--- src/rtl/dsp_result_capture.sv ---
// Receive side of the DSP slice: a latency-matched tag pipeline marks which enabled
// edges carry a valid slice result, and captured results drain through a FWFT queue.
module dsp_result_capture #(
  parameter int LAT   = 3,
  parameter int DEPTH = 8,
  parameter int TAG_W = 4
) (
  input  logic                       clk,
  input  logic                       clr,
  input  logic                       enable,
  input  logic                       issue,
  input  logic [1:0]                 issue_func,
  input  logic [TAG_W-1:0]           issue_tag,
  input  logic [36:0]                resulta,
  input  logic [36:0]                resultb,
  input  logic [63:0]                chainout,
  output logic                       out_valid,
  input  logic                       out_ready,
  output logic [73:0]                out_data,
  output logic                       out_chain,
  output logic [TAG_W-1:0]           out_tag,
  output logic [$clog2(DEPTH):0]     count,
  output logic [7:0]                 drop_cnt,
  output logic                       overflow
);

  localparam int AW = $clog2(DEPTH);
  localparam int CW = AW + 1;
  localparam logic [CW-1:0] FULL_CNT = CW'(DEPTH);

  typedef struct packed {
    logic             chain;
    logic [TAG_W-1:0] tag;
    logic [73:0]      data;
  } entry_t;

  // Tag pipeline: one {vld, chain, tag} per enabled cycle of slice latency.
  logic [LAT-1:0]            vld_q;
  logic [LAT-1:0]            chain_q;
  logic [LAT-1:0][TAG_W-1:0] tag_q;

  // Only bit 1 of the func code matters on the receive side.
  logic unused_func;
  assign unused_func = issue_func[0];

  // NOTE: sequential state is always assigned with <= so every register samples
  // pre-edge values; a blocking = here would collapse the pipeline into one stage.
  always_ff @(posedge clk) begin
    if (clr) begin
      vld_q <= '0;
    end else if (enable) begin
      for (int i = LAT - 1; i > 0; i--) vld_q[i] <= vld_q[i-1];
      vld_q[0] <= issue;
    end
  end

  // Chain/tag travel with vld but need no reset: they are ignored while vld is 0.
  always_ff @(posedge clk) begin
    if (enable) begin
      for (int i = LAT - 1; i > 0; i--) begin
        chain_q[i] <= chain_q[i-1];
        tag_q[i]   <= tag_q[i-1];
      end
      chain_q[0] <= issue_func[1];
      tag_q[0]   <= issue_tag;
    end
  end

  // Capture and queue control.
  logic             capture;
  logic             pop;
  logic             full;
  logic             push;
  logic             drop;
  entry_t           wr_entry;

  logic [AW-1:0]    wr_ptr_q, wr_ptr_d;
  logic [AW-1:0]    rd_ptr_q, rd_ptr_d;
  logic [CW-1:0]    count_q,  count_d;
  logic [7:0]       drop_cnt_q, drop_cnt_d;
  logic             overflow_q, overflow_d;
  entry_t           mem_q [DEPTH];

  assign capture = enable & vld_q[LAT-1];
  assign pop     = out_valid & out_ready;
  assign full    = (count_q == FULL_CNT);
  assign push    = capture & (~full | pop);
  assign drop    = capture & full & ~pop;

  always_comb begin
    wr_entry.chain = chain_q[LAT-1];
    wr_entry.tag   = tag_q[LAT-1];
    if (chain_q[LAT-1]) wr_entry.data = {{10{chainout[63]}}, chainout};
    else                wr_entry.data = {resulta, resultb};
  end

  // NOTE: every always_comb output gets a default first, so no path can leave a
  // signal unassigned and infer a latch.
  always_comb begin
    wr_ptr_d   = wr_ptr_q;
    rd_ptr_d   = rd_ptr_q;
    count_d    = count_q;
    drop_cnt_d = drop_cnt_q;
    overflow_d = overflow_q;
    if (push) wr_ptr_d = wr_ptr_q + AW'(1);
    if (pop)  rd_ptr_d = rd_ptr_q + AW'(1);
    case ({push, pop})
      2'b10:   count_d = count_q + CW'(1);
      2'b01:   count_d = count_q - CW'(1);
      default: count_d = count_q;
    endcase
    if (drop) begin
      overflow_d = 1'b1;
      if (drop_cnt_q != 8'hFF) drop_cnt_d = drop_cnt_q + 8'd1;
    end
  end

  always_ff @(posedge clk) begin
    if (clr) begin
      wr_ptr_q   <= '0;
      rd_ptr_q   <= '0;
      count_q    <= '0;
      drop_cnt_q <= '0;
      overflow_q <= 1'b0;
    end else begin
      wr_ptr_q   <= wr_ptr_d;
      rd_ptr_q   <= rd_ptr_d;
      count_q    <= count_d;
      drop_cnt_q <= drop_cnt_d;
      overflow_q <= overflow_d;
    end
  end

  // NOTE: the storage array is deliberately not reset; an entry is only read after
  // it was written, and zero outputs after reset come from masking with out_valid.
  always_ff @(posedge clk) begin
    if (push && !clr) mem_q[wr_ptr_q] <= wr_entry;
  end

  entry_t head;
  assign head      = mem_q[rd_ptr_q];
  assign out_valid = (count_q != '0);
  assign out_data  = out_valid ? head.data  : '0;
  assign out_chain = out_valid ? head.chain : 1'b0;
  assign out_tag   = out_valid ? head.tag   : '0;
  assign count     = count_q;
  assign drop_cnt  = drop_cnt_q;
  assign overflow  = overflow_q;

endmodule

--- config.mk ---
export PLATFORM = sky130hd
export DESIGN_NAME = dsp_result_capture
export DESIGN_NICKNAME = d
export VERILOG_FILES = /design/src/rtl/dsp_result_capture.sv
export SDC_FILE = /design/constraint.sdc
export NUM_CORES = 1
export LEC_CHECK = 0
export CAP_MARGIN = 10
export CORE_MARGIN = 1
export CORE_UTILIZATION = 57
export DETAILED_ROUTE_END_ITERATION = 12
export PLACE_DENSITY = 0.82
export SETUP_SLACK_MARGIN = 0.02
export SLEW_MARGIN = 20
export SYNTH_ARGS = -nofsm -noshare
export SYNTH_HDL_FRONTEND = slang
export SYNTH_SLANG_ARGS = --single-unit
--- constraint.sdc ---
create_clock -name clk -period 12.95 [get_ports clk]
set_clock_uncertainty 0.05 [all_clocks]
set_input_delay 2.59 -clock clk [delete_from_list [all_inputs] [get_ports clk]]
set_output_delay 2.59 -clock clk [all_outputs]
set_load 0.01 [all_outputs]
# ---- Word-level counts from Yosys, hierarchy flattened
# Memory sizes are Yosys's and may differ from the RTL's. A register that Yosys moved wholly into a read port is not among the register bits.
# Index checks and enable logic that the tools add are counted.
dict set report word_totals {
  ff_bits 37
  ramBits 632
  input_bits 149
  out_inout_bits 93
  wordCells 42
  memories 1
}
# name words word_bits read_ports rd_clocked_by_memory_dff write_ports line_no
set mem_list {}
lappend mem_list {mem_q 8 79 1 1 1 82} ;# entry_t mem_q [DEPTH];
dict set report op_classes {
  addsub 5
  n_eq_ne 4
  muxes 9
  n_bitwise 8
  n_reduce_logical 5
}
# cell n
set op_table {}
lappend op_table {{2-to-1 mux 74 bit} 2}
lappend op_table {{adder 8 x 1 -> 8 bit, second input constant} 1}
lappend op_table {{!= test 8 bit, second input constant} 1}
lappend op_table {{one-hot mux 4 bit (2 select lines)} 1}
lappend op_table {{adder 3 x 1 -> 3 bit, second input constant} 2}
lappend op_table {{2-to-1 mux 3 bit} 2}
lappend op_table {{bitwise AND 1 bit} 5}
lappend op_table {{adder 4 x 1 -> 4 bit, second input constant} 1}
lappend op_table {{== test 4 bit, second input constant} 1}
lappend op_table {{2-to-1 mux 4 bit} 1}
lappend op_table {{nonzero test 4 bit} 1}
lappend op_table {{subtractor 4 x 1 -> 4 bit, second input constant} 1}
lappend op_table {{2-to-1 mux 1 bit} 3}
lappend op_table {{== test 2 x 1 -> 1 bit, second input constant} 1}
lappend op_table {{== test 2 bit, second input constant} 1}
lappend op_table {{inverter 1 bit} 2}
lappend op_table {{AND reduction 2 bit} 1}
lappend op_table {{nonzero test 2 bit} 1}
lappend op_table {{logical AND 1 bit} 1}
lappend op_table {{logical NOT 1 bit} 1}
lappend op_table {{bitwise OR 1 bit} 1}

# ---- Logic depth before layout (Yosys ltp)
dict set report logic_depth {
  ltp_word 7
  mapped_depth 10
  mapped_depth_nobuf 9
}

# ---- Least setup slack after synthesis
# OpenSTA, ideal clock, no wires.
dict set report synth_path {
  kind {input-to-reg}
  startpoint {in enable}
  endpoint {mem mem_q[0][0] in the netlist's numbering, enable pin}
  setup_time_ns 0.711
  arrival_time_ns 10.878
  required_time_ns 12.189
  setup_slack_ns 1.311
  stages 5
  n_path_buf 1
  cell_sequence {buf_2 -> nand2_1 -> a31oi_1 -> nand2b_1 -> nor4_1}
}
dict set report synth_via {
  elab_chain_cells 5
}
# item line_no
set synth_lines {}
lappend synth_lines {{start, declared} 10} ;# input logic enable,
lappend synth_lines {{bitwise AND 1 bit} 84} ;# assign capture = enable & vld_q[LAT-1];
lappend synth_lines {{bitwise AND 1 bit} 87} ;# assign push = capture & (~full | pop);
lappend synth_lines {{logical AND 1 bit} 137} ;# if (push && !clr) mem_q[wr_ptr_q] <= wr_entry;
lappend synth_lines {{2-to-1 mux 1 bit} 137}
lappend synth_lines {{2-to-1 mux 1 bit (implied by the code)} 137}
lappend synth_lines {{end, declared} 82}
# Every way passes these cells.

==> results_dict.tcl <==
set metrics [dict create \
    outcome "finished clean" \
    whs_endpoint "tag_q[9]" \
    cts-root-buf "sky130_fd_sc_hd__clkbuf_16" \
    number_of_antenna_violations_at_the_first_check_in_global_routing 0 \
    postSynthRegisterBits 672 \
    first_global_vias 13740 \
    finalCriticalPeriod_ns 7.004 \
    route.detailed.drc 0 \
    die_y_um 217.2 \
    async_reset_ff_frac 0 \
    ys.warnings.count 0 \
    post-cts-setup-buffers 0 \
    holdCritStartpoint "tag_q[5]" \
    report.final.hold_viol_count 0 \
    vias_per_cell 6.021 \
    synthDistinctLibCells 42 \
    clkLatencyLatePin_ns 0.59 \
    floorplan.initialDensity 0.5803 \
    dp_hpwl_um 28680 \
    nFillCells 2772 \
    critical_path.startpoint_type "flip-flop" \
    detail_route.first_pass.iterations 5 \
    final_instance_count_excl_fillers 2175 \
    final.period_utilization 0.5408 \
    grt_first_pass_wirelength_um 81300 \
    post_synth_most_frequent_cells "sky130_fd_sc_hd__edfxtp_1, sky130_fd_sc_hd__mux4_2, sky130_fd_sc_hd__nor2_1" \
    power.ir.vdd_worst_mv 0.1211 \
    boundaryPins 242 \
    timing_worst_setup_path_type "reg2out" \
    timing.final.setup_violations 0 \
    yosys-top-cells-area "sky130_fd_sc_hd__edfxtp_1, sky130_fd_sc_hd__mux4_2, sky130_fd_sc_hd__mux2i_1" \
    dpl_cell_area_um2 29500 \
    avgRoutedWirePerCell_um 24.93 \
    cts-root-to-sink-buffers 3 \
    synthFlopType "sky130_fd_sc_hd__edfxtp_1" \
    worst_hold_path_type "reg2reg" \
    cellPowerDensity_nw_per_um2 156.8 \
    largest_net_degree_at_the_start_of_global_routing 77 \
    detail_route.iter0.violations 1044 \
    worst_setup_path_end_kind "output port" \
    final_antenna_net_count 0 \
    cp_common_cell "sky130_fd_sc_hd__buf_4" \
    die_area_um2 47160 \
    post_synth_net_total 1408 \
    fin_total_pwr_mw 4.952 \
    static-leakage-power_nw 9.687 \
    cts_resized 0 \
    synthCells 1255 \
    reg2reg_from "count[0]" \
    clk_transition_reported_paths_ns 0.06 \
    fmaxAchievable_mhz 142.8 \
    die-width_um 217.2 \
    rr_worst_depth 9 \
    critical_path.max_stage_delay_ns 0.89 \
    worstPathCellList "buf_4, buf_4, mux4_2, mux2i_1, nor2_1, clkdlybuf4s50_1" \
    std_cell_rows 78 \
    synth_edf_count 647 \
    drive_above_1_share 0.2216 \
    final_instance_area_um2 31570 \
    tritoncts.num_buffers 68 \
    yosysMostFrequentCell "sky130_fd_sc_hd__edfxtp_1" \
    critical_path.top_delay_family "buffers and inverters" \
    dp_cells 2052 \
    route.final.wire_length_um 54230 \
    num_vias 13100 \
    clock_tree.htree_level_count 3 \
    tightestPinTransition_ns 1.132 \
    cts_hold_buf 0 \
    crit_path_top_delay_cell "sky130_fd_sc_hd__buf_4" \
    globalRouteOverflowTotal 0 \
    max_cap_violations 0 \
    antenna_cells_inserted 0 \
    nNetsFinal 1675 \
    cp_num_buf_inv 3 \
    critPathArrivalTime_ns 4.36 \
    worstPathMaxFanout 50 \
    rrSetupSlack_ns 9.46 \
    gp_congestion 0.7261 \
    timing.max_slew.rel_slack 0.2452 \
    rsz0062_at_grt "false" \
    port_buffers 240 \
    cp_data_required_time_ns 10.31 \
    grt_usage 0.2349 \
    clkSinkCount 672 \
    tritoncts "built" \
    postSynthAreaPerCell_um2 21.03 \
    hold_path_depth 0 \
    final.setup.tns_ns 0 \
    critical_path.reg2reg.endpoint "count[2]" \
    slew_violations 0 \
    synth_top_area_frac 0.7362 \
    syn-cell-area_um2 26390 \
    placeableCoreArea_um2 45480 \
    synth_largest_area_cell "sky130_fd_sc_hd__edfxtp_1" \
    sequential_to_total_area_share_from_yosys_stat 0.7552 \
    layout-area-overhead-vs-synth_pct 19.64 \
]
## metrics by stage
stage,setup slack (ns),utilization,hold WS [ns]
floorplan,1.311,-,0.3503
global placement,6.454,0.6486,0.3512
detailed placement,6.427,0.6486,0.3554
CTS,5.791,0.6942,0.3645
global route,5.561,0.6942,0.3703
finish,5.946,0.6942,0.3630
## power breakdown
| part | internal [mW] | total, mW | switching, mW | leakage [nW] |
|---|---|---|---|---|
| sequential | 2.41 | 2.42 | 0.0173 | 6.03 |
| combinational | 0.359 | 0.701 | 0.342 | 2.65 |
| clock | 1.05 | 1.83 | 0.777 | 1.00 |
| total | 3.82 | 4.95 | 1.14 | 9.69 |
## worst max-delay path by stage
stage	from	slack (ns)	cells after the start	to
2_1_floorplan	enable	1.31	5	mem_q[0][0]
3_3_place_gp	flip-flop	6.45	6	out_data[51]
3_5_place_dp	flip-flop	6.43	6	out_data[55]
4_1_cts	flip-flop	5.79	6	out_data[37]
5_1_grt	flip-flop	5.56	6	out_data[37]
6_report	flip-flop	5.95	6	out_data[37]
## logic make-up (layout without fill, tap and decap cells)
kind of cell | after synthesis | count (layout) | share of synthesized area
AND/OR/NAND/NOR | 141 | 141 | 0.02390
multiplexers | 308 | 308 | 0.1948
adder cells (fa/ha/maj) | 4 | 4 | 0.001897
XOR/XNOR | 4 | 4 | 0.001328
AO/OA/AOI/OAI | 39 | 39 | 0.008582
buffers and inverters | 87 | 407 | 0.01427
flip-flops | 672 | 672 | 0.7552
## metal layers
| layer | vias to the layer above | global-route usage | share of wire |
|---|---|---|---|
| li1 | 5672 | - | - |
| met1 | 6834 | 0.3214 | 0.40 |
| met2 | 511 | 0.3894 | 0.51 |
| met3 | 78 | 0.04067 | 0.067 |
| met4 | 0 | 0.07465 | 0.019 |
| met5 | - | 0 | 0 |
## area by class of cell
class,count,area (um^2),area share
Inverter,16,60.06,0.001902
Clock buffer,88,1808,0.05726
Sequential cell,672,19940,0.6316
Tap cell,600,750.7,0.02378
Multi-Input combinational cell,496,6136,0.1943
Timing Repair Buffer,268,2613,0.08275
Clock inverter,35,265.3,0.008401
## layout by cell type (no fill, tap or decap), drive strengths merged, types with 4 or more instances in the layout
cell type / n
clkdlybuf4s50: 240
buf: 28
nor2: 96
mux4: 158
nand3: 6
inv: 22
nand2: 13
clkbuf: 88
nor3: 6
o21ai: 17
mux2i: 85
a21oi: 9
ha: 4
edfxtp: 647
dfxtp: 25
clkinv: 23
mux2: 65
## flip-flops by register name (all words and copies together), names as in the netlist, named ones only
signal	flops
chain_q	3
rd_ptr_q	3
mem_q	632
overflow	1
count	4
wr_ptr_q	3
drop_cnt	8
vld_q	3
tag_q	12
No activity file was read; power rests on OpenSTA's default activity.
